File: src/rtl/instr_encoder.sv
// instr_encoder: packs decoded RV32I instruction fields into 32-bit words.
// The immediate is range-checked per format. Illegal bundles are consumed and
// dropped, and they set a sticky error flag. Legal words are emitted over a
// valid/ready handshake, each tagged with its sequential byte address.
module instr_encoder #(
  parameter int DEPTH      = 256,
  parameter int ADDR_WIDTH = 32
) (
  input  logic                         clk,
  input  logic                         rst,
  input  logic                         clr,
  input  logic                         in_valid,
  output logic                         in_ready,
  input  logic [2:0]                   fmt,
  input  logic [6:0]                   opcode,
  input  logic [4:0]                   rd,
  input  logic [4:0]                   rs1,
  input  logic [4:0]                   rs2,
  input  logic [2:0]                   funct3,
  input  logic [6:0]                   funct7,
  input  logic [31:0]                  imm,
  output logic                         out_valid,
  input  logic                         out_ready,
  output logic [ADDR_WIDTH-1:0]        out_addr,
  output logic [31:0]                  out_instr,
  output logic                         full,
  output logic                         err,
  output logic [$clog2(DEPTH+1)-1:0]   count
);

  localparam int CW = $clog2(DEPTH+1);

  // Format codes match the ImmSrc encoding of the main decoder.
  typedef enum logic [2:0] {
    FMT_I = 3'b000,
    FMT_U = 3'b001,
    FMT_S = 3'b010,
    FMT_B = 3'b011,
    FMT_J = 3'b100,
    FMT_R = 3'b111
  } fmt_e;

  fmt_e                  fmt_sel;
  logic                  fits12, fits13, fits21;
  logic [31:0]           word;
  logic                  legal;
  logic                  accept;
  logic                  full_w;

  logic                  out_valid_q, out_valid_d;
  logic [ADDR_WIDTH-1:0] out_addr_q,  out_addr_d;
  logic [31:0]           out_instr_q, out_instr_d;
  logic [CW-1:0]         count_q,     count_d;
  logic                  err_q,       err_d;

  assign fmt_sel = fmt_e'(fmt);

  // A value fits in N signed bits when every bit above bit N-1 repeats the sign.
  assign fits12 = (imm[31:11] == {21{imm[11]}});
  assign fits13 = (imm[31:12] == {20{imm[12]}});
  assign fits21 = (imm[31:20] == {12{imm[20]}});

  assign full_w   = (count_q == CW'(DEPTH));
  assign in_ready = !rst && !clr && !full_w && (!out_valid_q || out_ready);
  assign accept   = in_valid && in_ready;

  // Pack the word for the selected format and decide whether the bundle is legal.
  always_comb begin
    // NOTE: every combinational output gets a default first so that no path
    // leaves it unassigned. An unassigned path would infer a latch.
    word  = '0;
    legal = 1'b0;
    case (fmt_sel)
      FMT_R: begin
        word  = {funct7, rs2, rs1, funct3, rd, opcode};
        legal = 1'b1;
      end
      FMT_I: begin
        word  = {imm[11:0], rs1, funct3, rd, opcode};
        legal = fits12;
      end
      FMT_S: begin
        word  = {imm[11:5], rs2, rs1, funct3, imm[4:0], opcode};
        legal = fits12;
      end
      FMT_B: begin
        word  = {imm[12], imm[10:5], rs2, rs1, funct3, imm[4:1], imm[11], opcode};
        legal = fits13 && !imm[0];
      end
      FMT_U: begin
        word  = {imm[31:12], rd, opcode};
        legal = 1'b1;
      end
      FMT_J: begin
        word  = {imm[20], imm[10:1], imm[11], imm[19:12], rd, opcode};
        legal = fits21 && !imm[0];
      end
      default: begin
        word  = '0;
        legal = 1'b0;
      end
    endcase
  end

  // Next state: drain the output, load an accepted legal word, flag illegal ones.
  always_comb begin
    out_valid_d = out_valid_q;
    out_addr_d  = out_addr_q;
    out_instr_d = out_instr_q;
    count_d     = count_q;
    err_d       = err_q;
    if (clr) begin
      out_valid_d = 1'b0;
      out_addr_d  = '0;
      out_instr_d = '0;
      count_d     = '0;
      err_d       = 1'b0;
    end else begin
      if (out_valid_q && out_ready) begin
        out_valid_d = 1'b0;
      end
      if (accept) begin
        if (legal) begin
          out_valid_d = 1'b1;
          out_addr_d  = ADDR_WIDTH'({count_q, 2'b00});
          out_instr_d = word;
          count_d     = count_q + CW'(1);
        end else begin
          err_d = 1'b1;
        end
      end
    end
  end

  // State register with synchronous active-high reset.
  always_ff @(posedge clk) begin
    // NOTE: sequential state uses non-blocking assignments, so every register
    // samples its input from before the clock edge.
    if (rst) begin
      out_valid_q <= 1'b0;
      out_addr_q  <= '0;
      out_instr_q <= '0;
      count_q     <= '0;
      err_q       <= 1'b0;
    end else begin
      out_valid_q <= out_valid_d;
      out_addr_q  <= out_addr_d;
      out_instr_q <= out_instr_d;
      count_q     <= count_d;
      err_q       <= err_d;
    end
  end

  assign out_valid = out_valid_q;
  assign out_addr  = out_addr_q;
  assign out_instr = out_instr_q;
  assign count     = count_q;
  assign full      = full_w;
  assign err       = err_q;

endmodule

File: config.mk
export PLATFORM = sky130hd
export DESIGN_NAME = instr_encoder
export DESIGN_NICKNAME = d
export VERILOG_FILES = /design/src/rtl/instr_encoder.sv
export SDC_FILE = /design/constraint.sdc
export NUM_CORES = 1
export LEC_CHECK = 0
export CAP_MARGIN = 20
export CORE_ASPECT_RATIO = 0.7
export CORE_UTILIZATION = 40
export CTS_CLUSTER_SIZE = 24
export DETAILED_ROUTE_END_ITERATION = 12
export PLACE_DENSITY = 0.9
export SLEW_MARGIN = 20
export SYNTH_ARGS = -nofsm -noshare
export SYNTH_HDL_FRONTEND = slang
export SYNTH_SLANG_ARGS = --single-unit
File: constraint.sdc
create_clock -name clk -period 5.5 [get_ports clk]
set_input_delay 1.65 -clock clk [delete_from_list [all_inputs] [get_ports clk]]
set_output_delay 1.65 -clock clk [all_outputs]
set_load 0.05 [all_outputs]
==> results of run 1 <==
through the flow:
step           hold WS, ns  setup WS (ns)  instance area, µm²
6_report             0.464          0.287                4460
5_1_grt              0.484          0.272                4460
3_5_place_dp         0.448          0.330                4340
2_1_floorplan        0.671           1.20                3230
4_1_cts              0.463          0.327                4460
3_3_place_gp         0.438          0.476                4340
cell type report:
cell class	count	area, µm²
flip-flops and latches	52	1040
multi-input cells	297	1850
fillers	706	2990
well taps	98	123
clock buffers	5	68.8
clock inverters	2	60.1
inverters	12	45.0
repair buffers	129	1280
flip-flops by register name (all words and copies together) (netlist names):
register,flops
out_addr,9
count,9
out_valid,1
err,1
out_instr,32
final timing paths:
path	startpoint	endpoint	slack (ns)
setup / recovery	clr	in_ready	0.29
hold / removal	out_instr[3]	out_instr[3]	0.46
setup reg to reg	count[0]	count[8]	3.04
hold reg to reg	out_instr[3]	out_instr[3]	0.46
cell families (layout without fill, tap and decap cells):
kind of cell    after synthesis  after routing  synth area share
flops                        52             52             0.330
simple gates                145            145             0.222
other cells                   1             23           0.00119
mux                          19             19            0.0611
xor+xnor                      2              2           0.00556
fa+ha+maj                     2              2           0.00794
buf+inv                      63            148             0.110
compound gates              106            106             0.262
critical path, cell delays in order:
cell and delay [ns]:
clkdlybuf4s50_1 0.42, nor2_1 0.35, nand2_1 0.11, nor2_1 0.17
clkdlybuf4s50_1 0.85
synthesized netlist by cell type, types with 2 or more instances:
| cell type | n | area, µm² |
|---|---|---|
| dfxtp_1 | 52 | 1040 |
| nand2_1 | 28 | 105 |
| a221oi_1 | 6 | 52.6 |
| buf_6 | 2 | 22.5 |
| inv_1 | 12 | 45.0 |
| ha_1 | 2 | 25.0 |
| o2111ai_1 | 2 | 17.5 |
| nand2b_1 | 2 | 12.5 |
| a22o_1 | 6 | 52.6 |
| nor2b_1 | 4 | 25.0 |
| nand3_1 | 12 | 60.1 |
| a222oi_1 | 14 | 140 |
| mux2i_1 | 17 | 170 |
| o22ai_1 | 4 | 25.0 |
| or2_2 | 2 | 12.5 |
| nor3_1 | 2 | 10.0 |
| o211ai_1 | 2 | 15.0 |
| a22oi_1 | 5 | 37.5 |
| nor4b_1 | 2 | 17.5 |
| mux2_2 | 2 | 22.5 |
| a211oi_1 | 23 | 173 |
| o21ai_4 | 2 | 32.5 |
| or4_4 | 2 | 22.5 |
| nor4_1 | 2 | 12.5 |
| nor2_1 | 62 | 233 |
| o21ai_0 | 11 | 55.1 |
| and3_1 | 2 | 12.5 |
| nand4_1 | 10 | 62.6 |
| a21oi_1 | 18 | 90.1 |
| buf_2 | 5 | 25.0 |
| buf_4 | 24 | 180 |
| or4_1 | 5 | 37.5 |
| clkbuf_1 | 19 | 71.3 |
| or3_1 | 4 | 25.0 |
| a31oi_1 | 2 | 12.5 |
power by group:
group	internal (W)	switching, W
combinational	0.0000814	0.000124
clock	0.000179	0.000128
sequential	0.000378	0.00000130
total	0.000639	0.000253
routing by layer:
| metal | GRT usage | up-vias | wire, µm |
|---|---|---|---|
| met5 | 0 | - | 0 |
| met4 | 0.0438 | 0 | 70 |
| met3 | 0.0419 | 10 | 901 |
| met2 | 0.403 | 182 | 4720 |
| met1 | 0.347 | 1577 | 4640 |
| li1 | - | 1618 | - |
==> summary.md, run 1 <==
| Metric | Value |
|---|---|
| Initial Util | 0.423 |
| Most frequent cells in the layout | clkdlybuf4s50_1 (125), nor2_1 (62), dfxtp_1 (52) |
| Synth cell types | 56 |
| Most common cell after layout, fill and taps aside | clkdlybuf4s50_1 |
| R2r worst-path depth | 9 |
| Non-Filler Instances | 595 |
| Chip Width | 108 µm |
| Setup TNS | 0 ns |
| Minimum clock period | 5.21 ns |
| Row cnt | 26 |
| CTS tree | yes |
| Detailed placer's ending HPWL | 7.60 mm |
| Gr usage total | 0.248 |
| GPL Wtd Cong | 0.893 |
| Share of cells above drive strength 1 | 0.0543 |
| Status | completed |
| Clock-pin slew on the worst setup and hold paths | 0.10 ns |
| Relative slew slack | 0.332 |
| PostCTS Resize Cnt | 0 |
| Placed Cells | 588 |
| Number of max-cap violations | 0 |
| Worst EP arrival | 3.56 ns |
| Mapped Cells | 390 |
| Critical Path Fanout Max | 6 |
| Mapped cell area | 3150 µm² |
| First-pass DRT Iterations | 7 |
| Initial DRC count | 322 |
| Worst Hold Class | flip-flop to flip-flop |
| Initial antenna violation count | 0 |
| Port Buffer Count | 125 |
| Number of setup violations in the final report | 0 |
| Max Fclk | 0.192 GHz |
| VDD IR max | 140 µV |
| Remaining global-route overflow | 0 |
| Static Leak | 1.58 nW |
| Slew of the pin with the lowest slew margin | 1.00 ns |
| Final Total Pwr | 0.000892 W |
| Ports | 149 |
| Req. time, crit path | 3.85 ns |
| Critical Path Sink Type | output pin |
| Synthesis Warnings | 0 |
| Post-synth EDFFs | 0 |
| Clock skew | 0.00913 ns |
| Wire per inst | 17.4 µm |
| Number of CTS-inserted buffers | 5 |
| Detail Route Antenna Nets | 0 |
| Post-Route WL | 10.3 mm |
| Worst setup SP type | input pin |
| Vias | 3387 |
| Syn Area/Cell | 8.08 µm² |
| RSZ-0062 raised after global routing | no |
| Nets | 571 |
| CTS Sinks | 52 |
| Worst hold path depth | 2 |
| Ys async rst share | 0 |
| Final hold vios | 0 |
| Die Y | 76.3 µm |
| Crit Path Category | input pin to output pin |
| Vias in the first global route | 3184 |
| CTS Buffer Depth | 2 |
| Cts hold-fix bufs | 0 |
| Core area | 7450 µm² |
| Via-to-Cell Ratio | 5.69 |
| Setup bufs post-CTS | 0 |
| Synth-to-layout area growth | 41.6% |
| First-pass GRT wire length | 16.3 mm |
| Max-slew violation count | 0 |
| DRC violations left | 0 |
| Ys flop type | dfxtp_1 |
| Core Util, Final | 0.599 |
| Largest net degree at the start of global routing | 68 |
| Fin crit share | 0.948 |
| H-tree levels | 2 |
| Root buffer cell | clkbuf_8 |
| Power Density | 200 nW/µm² |
| Yosys reg bits | 52 |
| Antenna cells | 0 |
| Register area share after synthesis | 0.330 |
| Clk Latency, worst-skew pair | 0.30 ns |
| Die area | 8240 µm² |
Note: power is estimated with default switching activity, not from simulation.
==> run 2: changes to the inputs <==
--- a/config.mk
+++ b/config.mk
@@ -11,7 +11,6 @@
 export CTS_CLUSTER_SIZE = 24
 export DETAILED_ROUTE_END_ITERATION = 12
 export PLACE_DENSITY = 0.9
-export SLEW_MARGIN = 20
 export SYNTH_ARGS = -nofsm -noshare
 export SYNTH_HDL_FRONTEND = slang
 export SYNTH_SLANG_ARGS = --single-unit
==> results of run 2 <==
The final DEF is identical to that of run 1; final timing and power are the same.
